===== src/rtl/regs_dbg_arbiter_if.sv =====
//------------------------------------------------------------------------------
// regs_dbg_arbiter_if
// Bundles the EX writeback, JTAG debug handshake and register-file port
// signals that pass through the debug arbiter.
// Revision: 1.0
//------------------------------------------------------------------------------
`default_nettype none

interface regs_dbg_arbiter_if;
    // EX-stage writeback
    logic        ex_we_i;
    logic [4:0]  ex_waddr_i;
    logic [31:0] ex_wdata_i;
    // JTAG debug access, four-phase req/ack
    logic        jtag_req_i;
    logic        jtag_we_i;
    logic [4:0]  jtag_addr_i;
    logic [31:0] jtag_wdata_i;
    logic        jtag_ack_o;
    logic [31:0] jtag_rdata_o;
    // Pipeline stall request
    logic        stall_o;
    // Register file write port and spare read port
    logic        rf_we_o;
    logic [4:0]  rf_waddr_o;
    logic [31:0] rf_wdata_o;
    logic [4:0]  rf_raddr_o;
    logic [31:0] rf_rdata_i;

    // Arbiter side
    modport slave (
        input  ex_we_i, ex_waddr_i, ex_wdata_i,
        input  jtag_req_i, jtag_we_i, jtag_addr_i, jtag_wdata_i,
        output jtag_ack_o, jtag_rdata_o,
        output stall_o,
        output rf_we_o, rf_waddr_o, rf_wdata_o, rf_raddr_o,
        input  rf_rdata_i
    );

    // Environment side (pipeline, debug module, register file)
    modport master (
        output ex_we_i, ex_waddr_i, ex_wdata_i,
        output jtag_req_i, jtag_we_i, jtag_addr_i, jtag_wdata_i,
        input  jtag_ack_o, jtag_rdata_o,
        input  stall_o,
        input  rf_we_o, rf_waddr_o, rf_wdata_o, rf_raddr_o,
        output rf_rdata_i
    );
endinterface

`default_nettype wire


===== src/rtl/regs_dbg_arbiter.sv =====
//------------------------------------------------------------------------------
// regs_dbg_arbiter
// Shares the register-file write port and spare read port between EX
// writeback (always preferred) and JTAG debug accesses. A JTAG request
// starved for STARVE_LIMIT cycles raises stall_o until it is served.
// Revision: 1.0
//------------------------------------------------------------------------------
`default_nettype none

module regs_dbg_arbiter #(
    parameter int STARVE_LIMIT = 4,
    parameter int CNT_W        = 4
) (
    input  wire logic          clk,
    input  wire logic          rst,   // asynchronous, active low
    regs_dbg_arbiter_if.slave  bus
);

    typedef enum logic [1:0] {
        IDLE    = 2'd0,
        PENDING = 2'd1,
        STALL   = 2'd2,
        RESP    = 2'd3
    } state_t;

    localparam logic [CNT_W-1:0] LIMIT = CNT_W'(STARVE_LIMIT);

    state_t           state;
    state_t           state_nxt;
    logic [CNT_W-1:0] cnt;
    logic [CNT_W-1:0] cnt_nxt;
    logic [CNT_W-1:0] cnt_inc;

    logic             lat_we;
    logic [4:0]       lat_addr;
    logic [31:0]      lat_wdata;

    logic             ack;
    logic             stall;
    logic [31:0]      rdata;

    logic             grant;
    logic             addr_zero;

    // The JTAG access takes the port in any cycle EX leaves it free.
    assign grant     = ((state == PENDING) || (state == STALL)) && !bus.ex_we_i;
    assign addr_zero = (lat_addr == 5'd0);
    assign cnt_inc   = cnt + CNT_W'(1);

    // Next-state and starvation-counter decode.
    always_comb begin
        state_nxt = state;
        cnt_nxt   = cnt;
        case (state)
            IDLE: begin
                if (bus.jtag_req_i) begin
                    state_nxt = PENDING;
                    cnt_nxt   = '0;
                end
            end
            PENDING: begin
                if (grant) begin
                    state_nxt = RESP;
                end else begin
                    cnt_nxt = cnt_inc;
                    if (cnt_inc == LIMIT) begin
                        state_nxt = STALL;
                    end
                end
            end
            STALL: begin
                if (grant) begin
                    state_nxt = RESP;
                end
            end
            RESP: begin
                // Holding in RESP while req stays high gives one ack per req.
                if (!bus.jtag_req_i) begin
                    state_nxt = IDLE;
                end
            end
            default: begin
                state_nxt = IDLE;
            end
        endcase
    end

    // State, counter and registered ack/stall decoded from the next state.
    always_ff @(posedge clk or negedge rst) begin
        if (!rst) begin
            state <= IDLE;
            cnt   <= '0;
            ack   <= 1'b0;
            stall <= 1'b0;
        end else begin
            state <= state_nxt;
            cnt   <= cnt_nxt;
            ack   <= (state_nxt == RESP);
            stall <= (state_nxt == STALL);
        end
    end

    // Capture the JTAG command once, when it is first seen in IDLE.
    always_ff @(posedge clk or negedge rst) begin
        if (!rst) begin
            lat_we    <= 1'b0;
            lat_addr  <= 5'd0;
            lat_wdata <= 32'd0;
        end else if ((state == IDLE) && bus.jtag_req_i) begin
            lat_we    <= bus.jtag_we_i;
            lat_addr  <= bus.jtag_addr_i;
            lat_wdata <= bus.jtag_wdata_i;
        end
    end

    // Read result is taken in the grant cycle, so writes return the old value.
    always_ff @(posedge clk or negedge rst) begin
        if (!rst) begin
            rdata <= 32'd0;
        end else if (grant) begin
            rdata <= addr_zero ? 32'd0 : bus.rf_rdata_i;
        end
    end

    // Register-file port: EX passes through except in the grant cycle.
    assign bus.rf_we_o      = grant ? (lat_we && !addr_zero) : bus.ex_we_i;
    assign bus.rf_waddr_o   = grant ? lat_addr  : bus.ex_waddr_i;
    assign bus.rf_wdata_o   = grant ? lat_wdata : bus.ex_wdata_i;
    assign bus.rf_raddr_o   = lat_addr;

    assign bus.jtag_ack_o   = ack;
    assign bus.jtag_rdata_o = rdata;
    assign bus.stall_o      = stall;

endmodule

`default_nettype wire


===== src/flat_wrapper.sv =====
// flat-port wrapper written by rule: the top's interface ports become plain ports
module regs_dbg_arbiter_flat 
#(
    parameter int STARVE_LIMIT = 4,
    parameter int CNT_W        = 4
)
  (clk, rst, bus_ex_we_i, bus_ex_waddr_i, bus_ex_wdata_i, bus_jtag_req_i, bus_jtag_we_i, bus_jtag_addr_i, bus_jtag_wdata_i, bus_jtag_ack_o, bus_jtag_rdata_o, bus_stall_o, bus_rf_we_o, bus_rf_waddr_o, bus_rf_wdata_o, bus_rf_raddr_o, bus_rf_rdata_i);
  regs_dbg_arbiter_if bus_i ();
  input  wire logic clk;
  input  wire logic rst;
  input wire logic [$bits(bus_i.ex_we_i)-1:0] bus_ex_we_i;
  input wire logic [$bits(bus_i.ex_waddr_i)-1:0] bus_ex_waddr_i;
  input wire logic [$bits(bus_i.ex_wdata_i)-1:0] bus_ex_wdata_i;
  input wire logic [$bits(bus_i.jtag_req_i)-1:0] bus_jtag_req_i;
  input wire logic [$bits(bus_i.jtag_we_i)-1:0] bus_jtag_we_i;
  input wire logic [$bits(bus_i.jtag_addr_i)-1:0] bus_jtag_addr_i;
  input wire logic [$bits(bus_i.jtag_wdata_i)-1:0] bus_jtag_wdata_i;
  output wire logic [$bits(bus_i.jtag_ack_o)-1:0] bus_jtag_ack_o;
  output wire logic [$bits(bus_i.jtag_rdata_o)-1:0] bus_jtag_rdata_o;
  output wire logic [$bits(bus_i.stall_o)-1:0] bus_stall_o;
  output wire logic [$bits(bus_i.rf_we_o)-1:0] bus_rf_we_o;
  output wire logic [$bits(bus_i.rf_waddr_o)-1:0] bus_rf_waddr_o;
  output wire logic [$bits(bus_i.rf_wdata_o)-1:0] bus_rf_wdata_o;
  output wire logic [$bits(bus_i.rf_raddr_o)-1:0] bus_rf_raddr_o;
  input wire logic [$bits(bus_i.rf_rdata_i)-1:0] bus_rf_rdata_i;
  assign bus_i.ex_we_i = bus_ex_we_i;
  assign bus_i.ex_waddr_i = bus_ex_waddr_i;
  assign bus_i.ex_wdata_i = bus_ex_wdata_i;
  assign bus_i.jtag_req_i = bus_jtag_req_i;
  assign bus_i.jtag_we_i = bus_jtag_we_i;
  assign bus_i.jtag_addr_i = bus_jtag_addr_i;
  assign bus_i.jtag_wdata_i = bus_jtag_wdata_i;
  assign bus_jtag_ack_o = bus_i.jtag_ack_o;
  assign bus_jtag_rdata_o = bus_i.jtag_rdata_o;
  assign bus_stall_o = bus_i.stall_o;
  assign bus_rf_we_o = bus_i.rf_we_o;
  assign bus_rf_waddr_o = bus_i.rf_waddr_o;
  assign bus_rf_wdata_o = bus_i.rf_wdata_o;
  assign bus_rf_raddr_o = bus_i.rf_raddr_o;
  assign bus_i.rf_rdata_i = bus_rf_rdata_i;
  regs_dbg_arbiter #(.STARVE_LIMIT(STARVE_LIMIT), .CNT_W(CNT_W)) u_core (.clk(clk), .rst(rst), .bus(bus_i));
endmodule

===== config.mk =====
export PLATFORM = sky130hd
export DESIGN_NAME = regs_dbg_arbiter_flat
export DESIGN_NICKNAME = d
export VERILOG_FILES = /design/src/rtl/regs_dbg_arbiter_if.sv /design/src/rtl/regs_dbg_arbiter.sv /design/src/flat_wrapper.sv
export SDC_FILE = /design/constraint.sdc
export NUM_CORES = 1
export LEC_CHECK = 0
export CORE_ASPECT_RATIO = 2
export CORE_MARGIN = 2
export CORE_UTILIZATION = 40
export DETAILED_ROUTE_END_ITERATION = 10
export PLACE_DENSITY = 0.81
export RECOVER_POWER = 50
export SYNTH_ARGS = -nofsm -noshare
export SYNTH_HDL_FRONTEND = slang
export SYNTH_SLANG_ARGS = --single-unit

===== constraint.sdc =====
create_clock -name clk -period 3.6 [get_ports clk]
set_input_delay 0.9 -clock clk [delete_from_list [all_inputs] [get_ports clk]]
set_output_delay 0.9 -clock clk [all_outputs]
set_load 0.02 [all_outputs]

== Yosys cells after proc, flatten, opt, wreduce, memory -nomap -nowiden ==
Index checks and enable logic that the tools add are counted.
Storage, ports and cells
  bits of input ports: 111
  register bits: 78
  logic and storage cells: 40
  output and inout port bits: 77
Operators by class
  reduce and logical (&&, ||, !) cells: 10
  mux-type cells: 13
  equality and inequality tests: 8
  add/sub/neg operators: 1
Operators by type and width (count)
  $mux 32: 2
  $mux 2: 5
  $eq 2x2->1 const B: 4
  $mux 4: 2
  $pmux 2 s4: 1
  $pmux 4 s2: 1
  $logic_not 5->1: 1
  $mux 5: 1
  $add 4x1->4 const B: 1
  $eq 4x3->1 const B: 1
  $ne 2x2->1 const B: 2
  $logic_and 1x1->1: 3
  $reduce_and 3->1: 1
  $eq 2x1->1 const B: 1
  $logic_not 1->1: 2
  $logic_not 2->1: 1
  $reduce_bool 2->1: 1
  $logic_or 1x1->1: 1
  $mux 1: 1

== Logic depth before layout (Yosys ltp) ==
Gate-level depths: netlist of run 1.
  depth after elaboration: 6
  gate-level depth with buffers: 8
  gate-level depth less buffers: 7

== Worst setup path after synthesis of run 1 ==
No wires, ideal clock.
  kind: input port to output port
  from: input bus_ex_we_i
  to: output bus_rf_we_o
  stages: 4
  required time: 2.700 ns
  path buffers: 1
  arrival time: 1.672 ns
  setup slack: 1.028 ns
  cells stage by stage: nand2b_1 a21oi_2 buf_2 a21o_1
On the way
  longest elaborated chain between the ends: 3
Ends and longest elaborated chain
  start: declaration: line flat_wrapper.sv:11  | input wire logic [$bits(bus_i.ex_we_i)-1:0] bus_ex_we_i;
  $logic_not 1->1: line regs_dbg_arbiter.sv:46  | assign grant = ((state == PENDING) || (state == STALL)) && !bus.ex_we_i;
  $logic_and 1x1->1: line regs_dbg_arbiter.sv:46
  $mux 1 *: line regs_dbg_arbiter.sv:126  | assign bus.rf_we_o = grant ? (lat_we && !addr_zero) : bus.ex_we_i;
  end: declaration: line flat_wrapper.sv:21  | output wire logic [$bits(bus_i.rf_we_o)-1:0] bus_rf_we_o;
Mark *: on every way between the ends. The rest lies on a longest branch, timed or not.

== Worst setup path in the final report of run 1 ==
  from: input bus_ex_we_i
  to: output bus_rf_wdata_o[20]
On the way
  longest elaborated chain between the ends: 3
Ends and longest elaborated chain
  $logic_not 1->1: line regs_dbg_arbiter.sv:46
  $logic_and 1x1->1: line regs_dbg_arbiter.sv:46
  $mux 32: line regs_dbg_arbiter.sv:128  | assign bus.rf_wdata_o = grant ? lat_wdata : bus.ex_wdata_i;
  end: declaration: line flat_wrapper.sv:23  | output wire logic [$bits(bus_i.rf_wdata_o)-1:0] bus_rf_wdata_o;
Every way passes these cells.

==> summary.md, run 1 <==
| Metric | Value |
|---|---|
| PD cells | `885 nW/um^2` |
| Netlist cell types | `36` |
| Cell-internal power | `about 3.3 mW` |
| # port buffers | `between 150 and 200` |
| Vias per Instance | `between 5 and 6` |
| Violated checks | `max-capacitance violations, max-slew violations` |
| Hold Crit Class | `flop to flop` |
| Htree depth | `3` |
| Sw Share | `between 30% and 40%` |
| Die Y | `138 um` |
| FMAX | `about 290 MHz` |
| Largest net degree at the start of global routing | `79` |
| Comb pwr share | `51.1%` |
| Initial antenna violation count | `0` |
| Worst rel slew slack | `-26.6%` |
| Clk buf depth | `2` |
| Area grow syn2layout | `63.5%` |
| TritonCTS clock tree | `yes` |
| Top cells by count, synth | `nand2_1, dfrtp_1, mux2_2` |
| Layout cells sized above 1 | `between 10% and 20%` |
| Post-Syn Instances | `about 340` |
| DRT Pass-1 Iters | `4` |
| Via count | `3,133` |
| Post-route ant nets | `0` |
| Worst path required time | `2.70 ns` |
| Area contributors post-synth | `dfrtp_1, nand2_1, mux2_2, a22o_1, buf_2` |
| Sink Count | `between 70 and 80` |
| # diodes | `0` |
| Tot GR Track Use | `20.8%` |
| Slew Viols, Final | `between 70 and 80` |
| Yosys top cell by area | `dfrtp_1` |
| First-pass GRT wire length | `15,800 um` |
| Hold slack | `approximately 0.5 ns` |
| Outcome | `finished with violations` |
| Setup Total Neg Slack | `0 ns` |
| Vias in the first global route | `about 3,300` |
| Placed cell count | `608` |
| Die width | `slightly above 70 um` |
| Final net count | `636` |
| Worst hold stages | `1` |
| Static leakage | `roughly 2.7 nW` |
| Rows | `48` |
| Ys async rst share | `100%` |
| Num CTS Buffers | `9` |
| R2r startpoint | `u_core.state[0]` |
| Sequential fraction of the synthesis area | `a little over half` |
| Mapped Area | `3580 um^2` |
| Root Buffer | `clkbuf_16` |
| Clk slew on worst S/H paths | `about 0.06 ns` |
| 1st-iter DRT viols | `approximately 80` |
| Setup Slack @ Placement | `around 0.096 ns` |
| EDFF count, synth | `0` |
| Sw Pwr | `around 1.9 mW` |
| Boundary pin count | `188` |
| Post-DR wirelength/cell | `between 15 and 20 um` |
| Syn avg cell area | `around 11 um^2` |
| Sink of the worst hold path | `u_core.lat_wdata[11]` |
| Post-layout min period | `roughly 3.5 ns` |
| Global route overflow | `0` |
| WP data arrival | `~2.6 ns` |
| Critical path type | `input pin to output port` |
| Dpl hpwl | `roughly 7400 um` |
| Synthesis Warnings | `0` |
| FF-to-FF End | `u_core.bus.jtag_rdata_o[8]` |
| R2R setup slack | `about 1.1 ns` |
| CP max FO | `37` |
| Ys flop type | `dfrtp_1` |
| Routability cong. | `roughly 0.75` |
| Clock Latency Late Sink | `0.33 ns` |
| Starting density of the core | `41.4%` |
| Worst Setup Start Kind | `input pin` |
| Count leader, synth | `nand2_1` |
| Crit path from | `bus_ex_we_i` |
| RSZ-0062 raised after global routing | `no` |
| Yosys reg bits | `a little under 80` |
| Peak VDD IR | `just under 0.0006 V` |
| Hold Fails Final Rpt | `0` |
| Syn nets | `452` |
| Synth top area share | `between 50% and 60%` |
| Worst Skew | `around 0.0064 ns` |
| Setup ws final | `around 0.11 ns` |
| Final period utilization | `a little under 100%` |
| Maxcap violations | `1` |
| Final wirelength | `between 9000 and 10,000 um` |
| # setup viols final | `0` |
| Die area | `around 9800 um^2` |
| Tightest Pin Transition | `~1.9 ns` |
| Final Non-Filler Cells | `624` |
| Sequential power share | `slightly above 30%` |
| Hold Startpoint | `u_core.lat_wdata[11]` |
| Total core area | `a little under 9000 um^2` |
| Critical Path Sink Type | `output port` |
| DRC viols | `0` |
| Clock Power Share | `between 10% and 20%` |
| Reg2Reg Depth | `6` |
[power groups by stage]
| stage | clock network, mW | registers (mW) | logic [mW] |
|---|---|---|---|
| final | 0.962 | 1.57 | 2.65 |
| after CTS | 0.985 | 1.58 | 2.69 |
| after detailed placement | 0 | 1.58 | 2.68 |
| after global routing | 1.02 | 1.63 | 2.86 |
| after global placement | 0 | 1.56 | 2.61 |
| after floorplan | 0 | 1.77 | 1.30 |
[area by class of cell]
| cell class | instances | area [um^2] |
|---|---|---|
| multi-input combinational | 234 | 1510 |
| inverter | 4 | 15.0 |
| sequential | 78 | 1950 |
| clock buffer | 9 | 225 |
| tap | 100 | 125 |
| fill | 661 | 2790 |
| timing repair buffer | 192 | 1930 |
| clock inverter | 7 | 97.6 |
[metrics by stage]
step | utilization [%] | area (um^2) | power [mW]
CTS | 67.7 | 5850 | 5.25
floorplan | - | 3580 | 3.07
detailed placement | 63.9 | 5530 | 4.26
global placement | 63.9 | 5530 | 4.17
finish | 67.7 | 5850 | 5.18
global route | 67.7 | 5850 | 5.51
[sequential cells by signal (all words and copies together) (netlist names)]
signal and flops:
u_core.bus.jtag_ack_o 1, u_core.lat_wdata 32, u_core.cnt 4, u_core.bus.rf_raddr_o 5, u_core.bus.jtag_rdata_o 32, u_core.lat_we 1, u_core.bus.stall_o 1, u_core.state 2
[worst max-delay path by stage]
stage	to	depth (start not counted)
3_5_place_dp	bus_rf_wdata_o[9]	6
5_1_grt	bus_rf_wdata_o[13]	6
6_report	bus_rf_wdata_o[20]	6
2_1_floorplan	bus_rf_we_o	4
4_1_cts	bus_rf_wdata_o[9]	6
3_3_place_gp	bus_rf_wdata_o[13]	6
[layout by cell type, fill, tap and decap left out, drive strengths merged, types with 2 or more instances in the layout]
cell type        n
a21oi            3
a22o            33
buf              4
bufinv           2
clkbuf          11
clkdlybuf4s50  182
clkinv           2
clkinvlp         2
dfrtp           78
dlymetal6s2s     3
ha               6
inv              5
mux2            38
mux2i            2
nand2          118
nand2b           4
nand3            2
nor2             3
nor2b            2
nor3             3
o21ai            7
[worst max-delay path: stages]
cell	delay, ns
clkdlybuf4s50_1	0.52
nand2b_2	0.20
buf_12	0.20
nand2_1	0.08
nand2_1	0.07
clkdlybuf4s50_1	0.60
[per-layer routing]
metal / GRT usage [%] / routed length, um / vias to the layer above
li1: - / - / 1508
met1: 23.8 / 3680 / 1467
met2: 36.3 / 5350 / 137
met3: 4.90 / 637 / 21
met4: 9.85 / 285 / 0
met5: 0 / 0 / -
[repair_timing]
action | 4_1_cts | 5_1_grt
gates resized for setup | 0 | 3
setup endpoints to repair | 0 | 3
hold buffers | 0 | 0
setup buffers | 0 | 0
[logic make-up after synthesis]
family                   synth area share, %
AO/OA/AOI/OAI                           11.1
multiplexers                            12.5
adder cells (fa/ha/maj)                 2.10
flip-flops                              54.5
buffers and inverters                   3.56
AND/OR/NAND/NOR                         16.2
Power figures use the tool's default switching activity.
==> run 2: changes to the inputs <==
--- a/config.mk
+++ b/config.mk
@@ -5,6 +5,7 @@
 export SDC_FILE = /design/constraint.sdc
 export NUM_CORES = 1
 export LEC_CHECK = 0
+export ABC_AREA = 1
 export CORE_ASPECT_RATIO = 2
 export CORE_MARGIN = 2
 export CORE_UTILIZATION = 40
==> run 2 against run 1 <==
Compared with the run above: die area up 2.4%; synthesized area up 2.5%; largest power group unchanged; critical path depth up 1; sequential share of layout area down 0.49 points; maximum frequency up 5.3%; synthesized cell count up 25%; clock power down 2%; combinational power up 5%; global-route usage up 0.93 points; the flow still finishes with violations (max-capacitance violations, max-slew violations).
==> summary.md, run 2 <==
| Metric | Value |
|---|---|
| Layout cells sized above 1 | `10.5% (was 12.4%)` |
| Met2 WL | `5770 um (was 5350 um)` |
| Area contributors post-synth | `dfrtp_1, nand2_1, mux2_2, nand3_1, ha_1 (was dfrtp_1, nand2_1, mux2_2, a22o_1, buf_2)` |
| DRC viols | `0 (unchanged)` |
| Num CTS Buffers | `9 (unchanged)` |
| WP data arrival | `2.41 ns (was 2.59 ns)` |
| Root Buffer | `clkbuf_16 (unchanged)` |
| Outcome | `finished with violations (unchanged)` |
| Crit-path slowest cell | `clkdlybuf4s50_1 (unchanged)` |
| Die width | `71.7 um (was 70.9 um)` |
| Syn nets | `535 (was 452)` |
| 1st-iter DRT viols | `173 (was 82)` |
| First-pass GRT wire length | `16,700 um (was 15,800 um)` |
| Via count | `3,494 (was 3,133)` |
| R2R setup slack | `1.05 ns (was 1.13 ns)` |
| Htree depth | `3 (unchanged)` |
| CP max stage delay | `0.60 ns (about the same)` |
| DR top layer | `met4 (unchanged)` |
| Starting density of the core | `41.0% (was 41.4%)` |
| EDFF count, synth | `0 (unchanged)` |
| Post-layout min period | `3.31 ns (was 3.49 ns)` |
| Final net count | `721 (was 636)` |
| Worst Setup Start Kind | `input pin (unchanged)` |
| FMAX | `302 MHz (was 286 MHz)` |
| CP Capture Point | `bus_rf_wdata_o[28] (was bus_rf_wdata_o[20])` |
| Rows | `49 (was 48)` |
| Commonest non-fill, non-tap cell in the layout | `nand2_1 (was clkdlybuf4s50_1)` |
| Routability cong. | `0.801 (was 0.751)` |
| Netlist cell types | `22 (was 36)` |
| Dpl hpwl | `8160 um (was 7360 um)` |
| Sink Count | `78 (unchanged)` |
| Reg2Reg Depth | `8 (was 6)` |
| Final period utilization | `92.1% (was 97.0%)` |
| Post-Route Utilization | `66.4% (was 67.7%)` |
| Most frequent cells in the layout | `nand2_1, clkdlybuf4s50_1, dfrtp_1 (was clkdlybuf4s50_1, nand2_1, dfrtp_1)` |
| Vias in the first global route | `3,549 (was 3,262)` |
| FF-to-FF End | `u_core.bus.jtag_rdata_o[12] (was u_core.bus.jtag_rdata_o[8])` |
| Fillers | `740 (was 661)` |
| Yosys reg bits | `78 (unchanged)` |
| Sequential cell area | `1950 um^2 (unchanged)` |
| DRT Pass-1 Iters | `7 (was 4)` |
| Wl on met1 | `3630 um (was 3680 um)` |
| Worst path required time | `2.70 ns (about the same)` |
| Crit path from | `bus_ex_we_i (unchanged)` |
| Static leakage | `2.85 nW (was 2.68 nW)` |
| Critical Path Sink Type | `output port (unchanged)` |
| CP max FO | `31 (was 37)` |
| Clock Latency Late Sink | `0.34 ns (was 0.33 ns)` |
| Peak VDD IR | `0.000589 V (was 0.000595 V)` |
| Die Y | `139 um (was 138 um)` |
| Hold Fails Final Rpt | `0 (unchanged)` |
| Most used cell, CP | `nand2_1` |
| Levels on crit path | `7 (was 6)` |
| R2r startpoint | `u_core.state[0] (unchanged)` |
| Ys async rst share | `100% (unchanged)` |
| Slew Viols, Final | `79 (unchanged)` |
| Tot GR Track Use | `21.8% (was 20.8%)` |
| Post-route ant nets | `0 (unchanged)` |
| # setup viols final | `0 (unchanged)` |
| Sequential fraction of the synthesis area | `53.2% (was 54.5%)` |
| Ys flop type | `dfrtp_1 (unchanged)` |
| # diodes | `0 (unchanged)` |
| Hold Crit Class | `flop to flop (unchanged)` |
| Critical path type | `input pin to output port (unchanged)` |
| Count leader, synth | `nand2_1 (unchanged)` |
| Setup repair bufs after CTS | `0 (unchanged)` |
| Clk buf depth | `2 (unchanged)` |
| TritonCTS clock tree | `yes (unchanged)` |
| Total core area | `8950 um^2 (was 8650 um^2)` |
| Critical-path cell list | `dlygate4sd2_1 -> inv_2 -> nand2_2 -> buf_12 -> nand2_1 -> nand2_1 -> clkdlybuf4s50_1 (was clkdlybuf4s50_1 -> nand2b_2 -> buf_12 -> nand2_1 -> nand2_1 -> clkdlybuf4s50_1)` |
| # port buffers | `187 (unchanged)` |
| Worst Skew | `0.00971 ns (was 0.00640 ns)` |
| CP top delay family | `buffers and inverters (unchanged)` |
| Maxcap violations | `1 (unchanged)` |
| Final wirelength | `10,500 um (was 9950 um)` |
| Multi-input combinational cell area | `1520 um^2 (was 1510 um^2)` |
| PD cells | `888 nW/um^2 (was 885 nW/um^2)` |
| Synth top area share | `53.2% (was 54.5%)` |
| Violated checks | `max-capacitance violations, max-slew violations (unchanged)` |
| RSZ-0062 raised after global routing | `no (unchanged)` |
| Mapped Area | `3670 um^2 (was 3580 um^2)` |
| Top cells by count, synth | `nand2_1, dfrtp_1, nand3_1 (was nand2_1, dfrtp_1, mux2_2)` |
| Yosys top cell by area | `dfrtp_1 (unchanged)` |
| Clk slew on worst S/H paths | `0.06 ns (about the same)` |
| Largest net degree at the start of global routing | `79 (unchanged)` |
| Area grow syn2layout | `61.9% (was 63.5%)` |
| Post-Syn Instances | `418 (was 335)` |
| CTS Hold Bufs | `0 (unchanged)` |
| Metal3 WL | `716 um (was 637 um)` |
| Critical path buffer and inverter count | `4 (was 3)` |
| Setup Total Neg Slack | `0 ns (unchanged)` |
| Post-DR wirelength/cell | `14.8 um (was 15.9 um)` |
| Tightest Pin Transition | `1.91 ns (was 1.90 ns)` |
| Syn avg cell area | `8.78 um^2 (was 10.7 um^2)` |
| Die area | `10,000 um^2 (was 9770 um^2)` |
| Initial antenna violation count | `0 (unchanged)` |
| Vias per Instance | `4.91 (was 5.02)` |
| Boundary pin count | `188 (unchanged)` |
| Synthesis Warnings | `0 (unchanged)` |
| Worst rel slew slack | `-27.2% (was -26.6%)` |
| Global route overflow | `0 (unchanged)` |
[run 2: metal layers]
layer | vias to the layer above | global-route usage [%]
met5 | - | 0
met4 | 0 | 11.5
met3 | 24 | 4.92
met2 | 151 | 39.2
met1 | 1622 | 22.6
li1 | 1697 | -
[run 2: where the power goes]
part           switching (mW)  internal, mW  leakage (nW)
Clock                   0.350         0.594         0.151
Sequential              0.245          1.30         0.947
Combinational            1.49          1.30          1.76
[run 2: worst min path at each step]
stage / start / slack (ns) / to / depth (start not counted)
6_report: u_core.bus.jtag_rdata_o[13] / 0.48 / u_core.bus.jtag_rdata_o[13] / 2
4_1_cts: u_core.bus.jtag_rdata_o[7] / 0.48 / u_core.bus.jtag_rdata_o[7] / 2
3_3_place_gp: u_core.bus.jtag_rdata_o[3] / 0.46 / u_core.bus.jtag_rdata_o[3] / 2
5_1_grt: u_core.bus.jtag_rdata_o[13] / 0.49 / u_core.bus.jtag_rdata_o[13] / 2
3_5_place_dp: u_core.bus.jtag_rdata_o[7] / 0.47 / u_core.bus.jtag_rdata_o[7] / 2
2_1_floorplan: u_core.lat_wdata[0] / 0.48 / u_core.lat_wdata[0] / 1
[run 2: cell families after synthesis]
group / count (synthesis) / synth area share, %
AND/OR/NAND/NOR: 245 / 26.6
flip-flops: 78 / 53.2
buffers and inverters: 40 / 5.39
multiplexers: 35 / 10.7
AO/OA/AOI/OAI: 14 / 2.01
adder cells (fa/ha/maj): 6 / 2.05
[run 2: per-stage QoR]
stage | hold slack, ns | instances | cell area, um^2 | power, mW | worst slack (ns)
finish | 0.479 | 711 | 5940 | 5.28 | 0.285
global route | 0.494 | 711 | 5940 | 5.63 | 0.185
CTS | 0.481 | 711 | 5950 | 5.35 | 0.263
detailed placement | 0.465 | 695 | 5640 | 4.39 | -0.00582
global placement | 0.463 | 695 | 5640 | 4.30 | 0.0238
floorplan | 0.480 | 418 | 3670 | 3.13 | 1.01
[run 2: final cells by class]
class,instances,area share [%]
repair buffers,196,32.8
multi-input cells,300,25.6
inverters,19,1.20
well taps,102,2.15
clock inverters,4,0.905
clock buffers,12,4.49
flip-flops and latches,78,32.8
[run 2: worst register-to-register path, delay by kind of cell (launching register included)]
| family | cells | cell delay (ns) |
|---|---|---|
| adders and majority gates | 1 | 0.33 |
| and+or+nand+nor | 3 | 0.47 |
| DFF | 1 | 0.42 |
| buffers and inverters | 4 | 1.27 |
[run 2: repair_timing]
| item | 4_1_cts | 5_1_grt |
|---|---|---|
| endpoints found under the hold margin | 0 | 0 |
| setup endpoints to repair | 6 | 0 |
| resized for setup | 6 | 0 |
